<file path="src/rtl/adder_sched_pkg.sv">
// Shared types and constants for the two-requester nibble-serial adder scheduler.
package adder_sched_pkg;

  localparam int NIB_W = 4;

  typedef enum logic [1:0] {
    S_IDLE = 2'd0,
    S_RUN  = 2'd1,
    S_DONE = 2'd2
  } state_t;

  function automatic int nibs(input int width);
    return width / NIB_W;
  endfunction

endpackage

</file>
<file path="src/rtl/adder_sched_adder.sv">
// Explicit 4-bit ripple-carry adder built from full-adder equations; the shared datapath.
module adder_explicit (
  input  logic [3:0] a,
  input  logic [3:0] b,
  input  logic       cin,
  output logic [3:0] sum,
  output logic       cout
);

  logic [4:0] c;

  assign c[0] = cin;

  for (genvar i = 0; i < 4; i++) begin : g_fa
    assign sum[i]   = a[i] ^ b[i] ^ c[i];
    assign c[i + 1] = (a[i] & b[i]) | (c[i] & (a[i] ^ b[i]));
  end

  assign cout = c[4];

endmodule

</file>
<file path="src/rtl/adder_sched_arb.sv">
// Two-way round-robin arbiter; the pointer flips away from the owner when an op retires.
module arb_rr2 (
  input  logic clk,
  input  logic rst_n,
  input  logic valid0,
  input  logic valid1,
  input  logic done,
  input  logic done_id,
  output logic grant0,
  output logic grant1
);

  logic ptr;

  always_ff @(posedge clk or negedge rst_n) begin
    if (!rst_n) begin
      ptr <= 1'b0;
    end else if (done) begin
      ptr <= ~done_id;
    end
  end

  // The pointer only matters under contention; a lone requester always wins.
  always_comb begin
    grant0 = valid0;
    grant1 = valid1;
    if (valid0 && valid1) begin
      grant0 = ~ptr;
      grant1 = ptr;
    end
  end

endmodule

</file>
<file path="src/rtl/adder_sched.sv">
// Scheduler top: arbitrates two requesters and runs a WIDTH-bit add one nibble per cycle.
module adder_sched
  import adder_sched_pkg::*;
#(
  parameter int WIDTH = 16
) (
  input  logic             clk,
  input  logic             rst_n,
  input  logic             req0_valid,
  output logic             req0_ready,
  input  logic [WIDTH-1:0] req0_a,
  input  logic [WIDTH-1:0] req0_b,
  input  logic             req0_cin,
  input  logic             req1_valid,
  output logic             req1_ready,
  input  logic [WIDTH-1:0] req1_a,
  input  logic [WIDTH-1:0] req1_b,
  input  logic             req1_cin,
  output logic             res_valid,
  input  logic             res_ready,
  output logic [WIDTH-1:0] res_sum,
  output logic             res_carry,
  output logic             res_id
);

  localparam int NIBS = nibs(WIDTH);
  localparam int K_W  = (NIBS > 1) ? $clog2(NIBS) : 1;
  localparam logic [K_W-1:0] K_LAST = K_W'(NIBS - 1);

  if ((WIDTH % NIB_W) != 0 || WIDTH < NIB_W) begin : g_width_check
    $error("adder_sched: WIDTH must be a positive multiple of 4");
  end

  state_t           state;
  state_t           state_nxt;
  logic [WIDTH-1:0] op_a;
  logic [WIDTH-1:0] op_b;
  logic [WIDTH-1:0] sum_reg;
  logic             op_cin;
  logic             op_id;
  logic             carry_reg;
  logic [K_W-1:0]   k;
  logic             grant0;
  logic             grant1;
  logic             accept;
  logic             finish;
  logic [NIB_W-1:0] nib_a;
  logic [NIB_W-1:0] nib_b;
  logic [NIB_W-1:0] nib_sum;
  logic             nib_cin;
  logic             nib_cout;

  arb_rr2 u_arb (
    .clk     (clk),
    .rst_n   (rst_n),
    .valid0  (req0_valid),
    .valid1  (req1_valid),
    .done    (finish),
    .done_id (op_id),
    .grant0  (grant0),
    .grant1  (grant1)
  );

  always_ff @(posedge clk or negedge rst_n) begin
    if (!rst_n) begin
      state <= S_IDLE;
    end else begin
      state <= state_nxt;
    end
  end

  // Ready is gated by rst_n so no requester sees an accept while reset is held.
  always_comb begin
    state_nxt  = state;
    accept     = 1'b0;
    finish     = 1'b0;
    req0_ready = 1'b0;
    req1_ready = 1'b0;
    res_valid  = 1'b0;
    case (state)
      S_IDLE: begin
        req0_ready = grant0 && rst_n;
        req1_ready = grant1 && rst_n;
        accept     = (grant0 || grant1) && rst_n;
        if (accept) begin
          state_nxt = S_RUN;
        end
      end
      S_RUN: begin
        if (k == K_LAST) begin
          state_nxt = S_DONE;
        end
      end
      S_DONE: begin
        res_valid = 1'b1;
        finish    = res_ready;
        if (res_ready) begin
          state_nxt = S_IDLE;
        end
      end
      default: begin
        state_nxt = S_IDLE;
      end
    endcase
  end

  always_comb begin
    nib_a   = op_a[k*NIB_W +: NIB_W];
    nib_b   = op_b[k*NIB_W +: NIB_W];
    nib_cin = (k == '0) ? op_cin : carry_reg;
  end

  adder_explicit u_adder (
    .a    (nib_a),
    .b    (nib_b),
    .cin  (nib_cin),
    .sum  (nib_sum),
    .cout (nib_cout)
  );

  // Operands are captured at the handshake so later requester changes cannot leak in.
  always_ff @(posedge clk or negedge rst_n) begin
    if (!rst_n) begin
      op_a      <= '0;
      op_b      <= '0;
      op_cin    <= 1'b0;
      op_id     <= 1'b0;
      sum_reg   <= '0;
      carry_reg <= 1'b0;
      k         <= '0;
    end else if (accept) begin
      op_a   <= grant1 ? req1_a : req0_a;
      op_b   <= grant1 ? req1_b : req0_b;
      op_cin <= grant1 ? req1_cin : req0_cin;
      op_id  <= grant1;
      k      <= '0;
    end else if (state == S_RUN) begin
      sum_reg[k*NIB_W +: NIB_W] <= nib_sum;
      carry_reg                 <= nib_cout;
      k                         <= (k == K_LAST) ? '0 : k + 1'b1;
    end
  end

  assign res_sum   = sum_reg;
  assign res_carry = carry_reg;
  assign res_id    = op_id;

endmodule

</file>
<file path="config.mk">
export PLATFORM = sky130hd
export DESIGN_NAME = adder_sched
export DESIGN_NICKNAME = d
export VERILOG_FILES = /design/src/rtl/adder_sched_pkg.sv /design/src/rtl/adder_sched_adder.sv /design/src/rtl/adder_sched_arb.sv /design/src/rtl/adder_sched.sv
export SDC_FILE = /design/constraint.sdc
export NUM_CORES = 1
export LEC_CHECK = 0
export CAP_MARGIN = 20
export CORE_ASPECT_RATIO = 0.6
export CORE_MARGIN = 2
export CORE_UTILIZATION = 40
export DETAILED_ROUTE_END_ITERATION = 16
export PLACE_DENSITY = 0.7
export SLEW_MARGIN = 20
export SYNTH_ARGS = -nofsm -noshare
export SYNTH_HDL_FRONTEND = slang
export SYNTH_SLANG_ARGS = --single-unit
</file>
<file path="constraint.sdc">
create_clock -name clk -period 3.9 [get_ports clk]
set_input_delay 0.39 -clock clk [delete_from_list [all_inputs] [get_ports clk]]
set_output_delay 0.39 -clock clk [all_outputs]
set_load 0.03 [all_outputs]
</file>
==> results of run 1 <==
[flip-flops by register name (all words and copies together) (netlist names), 2 cells and up]
register and flops:
res_sum 16, k 2, op_b 16, op_a 16
state 2
[per-stage QoR]
stage	util (%)	total power, mW	cells	area, µm²	worst slack (ns)
2_1_floorplan	-	2.12	238	2920	0.807
3_3_place_gp	53.6	2.59	402	3850	0.755
3_5_place_dp	53.6	2.65	402	3850	0.624
4_1_cts	55.5	3.08	409	3980	0.581
5_1_grt	55.5	3.27	409	3980	0.408
6_report	55.5	3.07	409	3980	0.614
[worst reg2reg max path, delay by kind of cell (launching register included)]
family | cells | cell delay [ns]
flip-flops | 1 | 0.59
multiplexers | 1 | 0.17
AO/OA/AOI/OAI | 1 | 0.23
adder cells (fa/ha/maj) | 5 | 1.73
buffers and inverters | 4 | 0.45
[cells by family after synthesis]
logic type | count (synthesis)
AOI/OAI and AO/OA | 89
adders and majority gates | 10
buffers and inverters | 34
DFF | 56
muxes | 9
and+or+nand+nor | 40
[layout by cell type (no fill, tap or decap), drive strengths merged, types with 3 or more instances in the layout]
cell,n
nand2b,3
or4b,3
mux4,8
fa,4
nor4b,3
o32ai,33
inv,11
a22o,9
nor2,4
clkbuf,6
buf,6
clkdlybuf4s50,90
dfrtp,56
o21ai,9
nand3b,5
ha,6
nand2,14
a2bb2oi,33
[report_power, final]
group	switching, mW	internal [mW]
registers	0.209	0.835
clock network	0.194	0.234
logic	0.832	0.764
[layout make-up]
class | count | area [µm²]
clock inverters | 1 | 5.00
fillers | 630 | 3200
well taps | 91 | 114
flip-flops and latches | 56 | 1400
clock buffers | 6 | 129
inverters | 11 | 41.3
multi-input cells | 148 | 1350
repair buffers | 96 | 943
[path summary, 6_finish.rpt]
path | to | slack [ns] | depth (start not counted)
min in group clk | res_sum[0] | 0.48 | 2
max in group asynchronous | op_b[6] | 3.18 | 2
worst min-delay path | res_sum[8] | 0.24 | 2
worst min register to register | res_sum[0] | 0.48 | 2
worst max-delay path | res_sum[11] | 0.61 | 11
worst max register to register | res_sum[11] | 0.61 | 11
[layer usage]
metal	global-route usage, %	share of wire, %	vias to the layer above
met2	27.4	41	96
li1	-	-	1105
met5	0	0	-
met1	29.9	51	1139
met3	4.25	6.5	12
met4	5.28	1.3	0
==> reports/metrics.cfg, run 1 <==
[run_status]
outcome = finished clean

[yosys]
synth_seq_cells = 56
yosysWarnings = 0
ys.flop_type = dfrtp_1
synth_async_sr_flop_share_pct = 100
synth_top_family_by_area = compound AO/OA/AOI/OAI gates
syn_area_mm2 = 0.00292
synth.most_common_cell = dfrtp_1
synth-seq-area-share_pct = 48.0
synth-adder-area-share_pct = 5.32
syn_inst = 238
ys_top_cells_by_count = 56 x dfrtp_1, 33 x a2bb2oi_1, 33 x o32ai_1
synth_edf_count = 0
synth_xor_area_share_pct = 0
synth_cell_type_count = 32
synthMuxAreaShare_pct = 6.52
syn_nets = 319
synth_top_cell_by_area = dfrtp_1
yosys.area_share.simple_pct = 8.66
synth_compound_area_share_pct = 25.4
synthTopCellsByArea = dfrtp_1 48%, a2bb2oi_1 9.9%, o32ai_1 9.9%, mux4_2 6.2%, fa_1 2.7%
yosys.area.top_type_share_pct = 48.0
syn_avg_cell_area_um2 = 12.3

[setup_path]
cp_max_fo = 9
worst-setup-path-type = reg -> reg
startpoint = k[0]
critPathBufInv = 4
arrival_ns = 3.46
r2r-start = k[0]
cp-end-kind = flop
cp.required_ns = 4.08
startpoint_type = flop
crit_path_max_incr_delay_ns = 0.59
cp_top_family = adder cells
worst_path_max_delay_cell = dfrtp_1
path_cells = inv_1 -> ha_1 -> mux2i_1 -> fa_1 -> inv_1 -> fa_1 -> inv_1 -> fa_1 -> inv_1 -> fa_1 -> a22o_1

[power]
leakage_nw = 1.57
powerDensity_mw_per_mm2 = 771
vdd_drop_max_v = 0.000330

[global_routing]
grt_pass1_wl_mm = 12.0
grt_max_degree = 58
gr-total-overflow = 0
grt_usage_pct = 19.4
antenna_found_initial = 0
grt_pass1_vias = 2228

[clock_tree]
h-tree-depth = 2
cts_sinks = 56
cts_hold_buf = 0
clk_latency_ns = 0.30
cts_tree = built
postCtsResizedCells = 0
cts_setup_buffers = 0
clockRootBuffer = clkbuf_16
clkTransAtPathRegs_ns = 0.07
numCtsBuffers = 5
cts.path.max_buffers = 2

[detailed_routing]
num_vias = 2352
drt_wl_total_mm = 7.39
drc = 0
drtPass1Iterations = 5
viasPerCell = 5.75
wl_per_cell_um = 18.1
drtIter0Drc = 175
antenna_left = 0

[min_path]
min_path_type = in -> async

[sta]
max_freq_mhz = 304
fin_crit_sh_pct = 84.3
hold_viol_final = 0
fin_skew_ns = 0.00894
tns_ns = 0
relSlewSlack_pct = 34.4
worst-slew-pin-transition_ns = 0.983
rsz0062_at_grt = false
finalCriticalPeriod_ns = 3.29
setup_viol = 0
maxSlewViolCount = 0
hold_ws_ns = 0.243

[die]
initial_core_util_pct = 40.7
die_area_mm2 = 0.00802
dieWidth_um = 114
core-area_mm2 = 0.00718
io_pins = 92
die_h_um = 70.2
num_rows = 24

[job]
max_cap_viol_count = 0

[cells_and_area]
n_antenna_cell = 0
nets = 399
area_delta_synth_final_pct = 36.3
drive_gt1_share_pct = 7.55

[place]
gp_congestion = 0.850
port_buffers = 91
dpl.hpwl_mm = 5.24

Note: power is estimated with default switching activity, not from simulation.
==> inputs of run 2 (changes only) <==
- clock period: 3.9 -> 3.4 ns (I/O delays scaled with it)
==> reports/metrics.cfg, run 2 (synthesis gave the netlist of run 1 again) <==
[detailed_routing]
wl_per_cell_um = 17.7  ; -2.1%
drtIter0Drc = 111  ; -37%
viasPerCell = 5.69  ; -1.1%
num_vias = 2344  ; -0.34%
antenna_left = 0  ; unchanged
drtPass1Iterations = 4  ; -1
drc = 0  ; unchanged
drt_wl_total_mm = 7.29  ; -1.3%

[cells_and_area]
final_cell_mix = 90 x clkdlybuf4s50_1, 56 x dfrtp_1, 33 x o32ai_1, 33 x a2bb2oi_1, 14 x nand2_1
nets = 401  ; +0.50%
area_delta_synth_final_pct = 37.4
drive_gt1_share_pct = 8.41  ; +0.86 points
n_antenna_cell = 0  ; unchanged
post-route-util_pct = 55.9  ; +0.44 points
final_common_cell = clkdlybuf4s50_1

[setup_path]
cp_top_family = adder cells
r2r_cells = 11  ; unchanged
path_cells = buf_4 -> mux4_2 -> inv_1 -> fa_1 -> inv_1 -> fa_1 -> inv_1 -> fa_1 -> inv_1 -> fa_1 -> a22o_1
crit_path_max_incr_delay_ns = 0.50  ; -0.09 ns
arrival_ns = 3.17  ; -0.29 ns
worst_path_max_delay_cell = mux4_2
critPathBufInv = 5  ; +1
startpoint = k[0]
cp_max_fo = 6  ; -3
cp-end-kind = flop
worst-setup-path-type = reg -> reg
worst-path-stages = 11  ; unchanged
r2r_end = res_sum[7]
crit_end = res_sum[7]
r2r_slack_ns = 0.41  ; -0.21 ns
r2r-start = k[0]
startpoint_type = flop
cp.required_ns = 3.58  ; -0.50 ns

[sta]
fin_skew_ns = 0.00525  ; -0.00369 ns
hold_viol_final = 0  ; unchanged
finalCriticalPeriod_ns = 2.99  ; -0.294 ns
fin_crit_sh_pct = 88.0  ; +3.7 points
max_freq_mhz = 334  ; +9.8%
maxSlewViolCount = 0  ; unchanged
relSlewSlack_pct = 35.3  ; +0.87 points
tns_ns = 0  ; unchanged
worst-slew-pin-transition_ns = 0.970  ; -0.0130 ns
rsz0062_at_grt = false
setup_viol = 0  ; unchanged

[clock_tree]
cts_setup_buffers = 0  ; unchanged
numCtsBuffers = 5  ; unchanged
clkTransAtPathRegs_ns = 0.07  ; about the same
cts_hold_buf = 0  ; unchanged
cts.path.max_buffers = 2  ; unchanged
clk_latency_ns = 0.29  ; about the same
cts_tree = built
cts_sinks = 56  ; unchanged
clockRootBuffer = clkbuf_16
h-tree-depth = 2  ; unchanged
postCtsResizedCells = 0  ; unchanged

[place]
dpl.hpwl_mm = 5.31  ; +1.4%
gp_congestion = 0.819  ; -3.6%
port_buffers = 91  ; unchanged

[die]
num_rows = 24  ; unchanged
initial_core_util_pct = 40.7  ; unchanged
io_pins = 92  ; unchanged
core-area_mm2 = 0.00718  ; unchanged
dieWidth_um = 114  ; unchanged
die_area_mm2 = 0.00802  ; unchanged
die_h_um = 70.2  ; unchanged

[min_path]
min_path_type = in -> async

[job]
max_cap_viol_count = 0  ; unchanged

[global_routing]
antenna_found_initial = 0  ; unchanged
grt_pass1_vias = 2285  ; +2.6%
grt_usage_pct = 19.3  ; -0.054 points
grt_max_degree = 58  ; unchanged
grt_pass1_wl_mm = 12.1  ; +0.87%
gr-total-overflow = 0  ; unchanged

[power]
leakage_nw = 1.58  ; +0.83%
powerDensity_mw_per_mm2 = 887  ; +15%
vdd_drop_max_v = 0.000366  ; +11%

[run_status]
outcome = finished clean

## run 2: metal layers
metal	vias to the layer above	GRT usage (%)	share of wire [%]
li1	1109	-	-
met1	1159	30.0	50
met2	71	27.6	43
met3	5	4.69	6.4
met4	0	3.79	0.55
met5	-	0	0
## run 2: where the power goes
part           total, mW  switching (mW)  internal (mW)
combinational       1.86           0.971          0.891
sequential          1.18           0.225          0.957
clock              0.516           0.223          0.294
## run 2: cell type report
| type | instances | area [µm²] |
|---|---|---|
| Fill cell | 600 | 3170 |
| Sequential cell | 56 | 1400 |
| Multi-Input combinational cell | 148 | 1350 |
| Timing Repair Buffer | 98 | 958 |
| Clock buffer | 7 | 143 |
| Tap cell | 91 | 114 |
| Inverter | 11 | 41.3 |
| Clock inverter | 1 | 7.51 |
## run 2: per-stage QoR
stage          cells  hold WS, ns  power (mW)  setup WS (ns)  area [µm²]
4_1_cts          412        0.242        3.58          0.376        4010
2_1_floorplan    238       0.0444        2.43          0.307        2920
5_1_grt          412        0.279        3.83          0.196        4010
3_5_place_dp     404        0.473        3.05          0.414        3860
3_3_place_gp     404        0.466        2.99          0.464        3860
6_report         412        0.216        3.56          0.408        4010
## run 2: worst min-delay path by stage
stage / start / end / slack (ns) / cells after the start
finish: rst_n / res_sum[9] / 0.22 / 2
global route: rst_n / res_sum[10] / 0.28 / 2
CTS: rst_n / res_sum[9] / 0.24 / 2
detailed placement: res_sum[8] / res_sum[8] / 0.47 / 2
global placement: res_sum[14] / res_sum[14] / 0.47 / 2
floorplan: rst_n / k[0] / 0.04 / 0
==> inputs of run 3 (changes only) <==
- DONT_BUFFER_PORTS: unset -> 1
- PLACE_DENSITY: 0.7 -> unset
==> reports/metrics.cfg, run 3 (synthesis gave the netlist of run 1 again) <==
[run_status]
outcome = finished clean

[clock_tree]
cts.path.max_buffers = 2  ; unchanged
cts_setup_buffers = 0  ; unchanged
cts_hold_buf = 2  ; +2
clk_latency_ns = 0.29  ; about the same
numCtsBuffers = 5  ; unchanged
cts_tree = built
clkTransAtPathRegs_ns = 0.07  ; about the same
postCtsResizedCells = 0  ; unchanged
h-tree-depth = 2  ; unchanged
clockRootBuffer = clkbuf_16
cts_sinks = 56  ; unchanged

[die]
initial_core_util_pct = 40.7  ; unchanged
io_pins = 92  ; unchanged
die_h_um = 70.2  ; unchanged
num_rows = 24  ; unchanged
dieWidth_um = 114  ; unchanged
die_area_mm2 = 0.00802  ; unchanged
core-area_mm2 = 0.00718  ; unchanged

[setup_path]
r2r-start = k[0]
startpoint_type = flop
cp_top_family = adder cells
arrival_ns = 3.22  ; +0.05 ns
crit_path_max_incr_delay_ns = 0.57  ; +0.07 ns
critPathBufInv = 4  ; -1
worst_path_max_delay_cell = dfrtp_1
worst-setup-path-type = reg -> reg
cp-end-kind = flop
cp_max_fo = 9  ; +3
cp.required_ns = 3.58  ; about the same
startpoint = k[0]
path_cells = inv_1 -> ha_1 -> mux2i_1 -> fa_1 -> inv_1 -> fa_1 -> inv_1 -> fa_1 -> inv_1 -> fa_1 -> a22o_1

[cells_and_area]
n_antenna_cell = 0  ; unchanged
final_common_cell = dfrtp_1
drive_gt1_share_pct = 10.8  ; +2.4 points
nets = 311  ; -22%
fin_cells = 322  ; -22%
final_cell_mix = 56 x dfrtp_1, 33 x o32ai_1, 33 x a2bb2oi_1
area_delta_synth_final_pct = 7.12

[detailed_routing]
num_vias = 2029  ; -13%
drc = 0  ; unchanged
drtIter0Drc = 93  ; -16%
antenna_left = 0  ; unchanged
drtPass1Iterations = 4  ; unchanged
viasPerCell = 6.30  ; +11%
drt_wl_total_mm = 6.81  ; -6.6%
wl_per_cell_um = 21.2  ; +20%

[power]
leakage_nw = 1.25  ; -21%
finalPower_mw = 3.32  ; -6.7%
powerDensity_mw_per_mm2 = 1060  ; +20%
vdd_drop_max_v = 0.000397  ; +8.4%

[place]
dpl.hpwl_mm = 4.87  ; -8.4%
gp_congestion = 0.784  ; -4.2%
port_buffers = 0  ; -100%
dp_cells = 312  ; -23%

[global_routing]
grt_max_degree = 57  ; -1.7%
grt_usage_pct = 18.2  ; -1.2 points
grt_pass1_wl_mm = 11.2  ; -6.8%
antenna_found_initial = 0  ; unchanged
gr-total-overflow = 0  ; unchanged
grt_pass1_vias = 2101  ; -8.1%

[min_path]
worstHoldStart = res_ready
min_path_type = in -> reg

[sta]
relSlewSlack_pct = 36.4  ; +1.2 points
rsz0062_at_grt = false
hold_viol_final = 0  ; unchanged
worst-slew-pin-transition_ns = 0.953  ; -0.0172 ns
setup_viol = 0  ; unchanged
max_freq_mhz = 328  ; -1.9%
fin_skew_ns = 0.00585  ; +0.000594 ns
finalCriticalPeriod_ns = 3.05  ; +0.0565 ns
tns_ns = 0  ; unchanged
maxSlewViolCount = 0  ; unchanged
fin_crit_sh_pct = 89.7  ; +1.7 points

[job]
max_cap_viol_count = 0  ; unchanged

run 3: cell count changes in the layout (fill, tap and decap cells not counted):
cell             delta
dlygate4sd3_1       +1
clkinv_4            +1
clkbuf_8            -1
clkdlybuf4s50_1    -90
buf_4               -1
clkbuf_1            +1
clkinvlp_4          -1
buf_16              +1
buf_2               -1
run 3: layout make-up:
cell class | instances | area [µm²]
Fill cell | 680 | 4050
Sequential cell | 56 | 1400
Multi-Input combinational cell | 148 | 1350
Clock buffer | 7 | 133
Tap cell | 91 | 114
Timing Repair Buffer | 8 | 82.6
Inverter | 11 | 41.3
Clock inverter | 1 | 8.76
run 3: metal layers:
metal	up-vias	part of all wire, %	track usage [%]
met3	9	6.1	5.21
li1	934	-	-
met2	66	44	26.6
met5	-	0	0
met1	1020	49	26.9
met4	0	1.0	3.93
run 3: worst reg2reg max path, delay by kind of cell (launching register included):
| kind | cells | cell delay (ns) |
|---|---|---|
| adders and majority gates | 5 | 1.66 |
| AOI/OAI and AO/OA | 1 | 0.23 |
| buffers and inverters | 4 | 0.31 |
| muxes | 1 | 0.16 |
| DFF | 1 | 0.57 |
run 3: worst paths after layout:
| check | to | slack, ns | cells after the start |
|---|---|---|---|
| worst max-delay path | res_sum[15] | 0.35 | 11 |
| worst min-delay path | state[1] | 0.23 | 2 |
| worst max register to register | res_sum[15] | 0.35 | 11 |
| worst min register to register | op_a[6] | 0.55 | 1 |
| max in group asynchronous | res_id | 2.57 | 2 |
| min in group asynchronous | op_a[2] | 0.59 | 2 |
run 3: metrics by stage:
stage	utilization (%)	setup slack, ns	cell area [µm²]	hold slack (ns)
global route	43.6	0.0740	3130	0.247
global placement	41.1	0.420	2950	0.0464
detailed placement	41.1	0.336	2950	0.0465
floorplan	-	0.307	2920	0.0444
finish	43.6	0.351	3130	0.228
CTS	43.6	0.330	3130	0.229
run 3: power breakdown:
group / internal [mW] / switching (mW)
Combinational: 0.699 / 0.785
Clock: 0.276 / 0.227
Sequential: 0.954 / 0.380
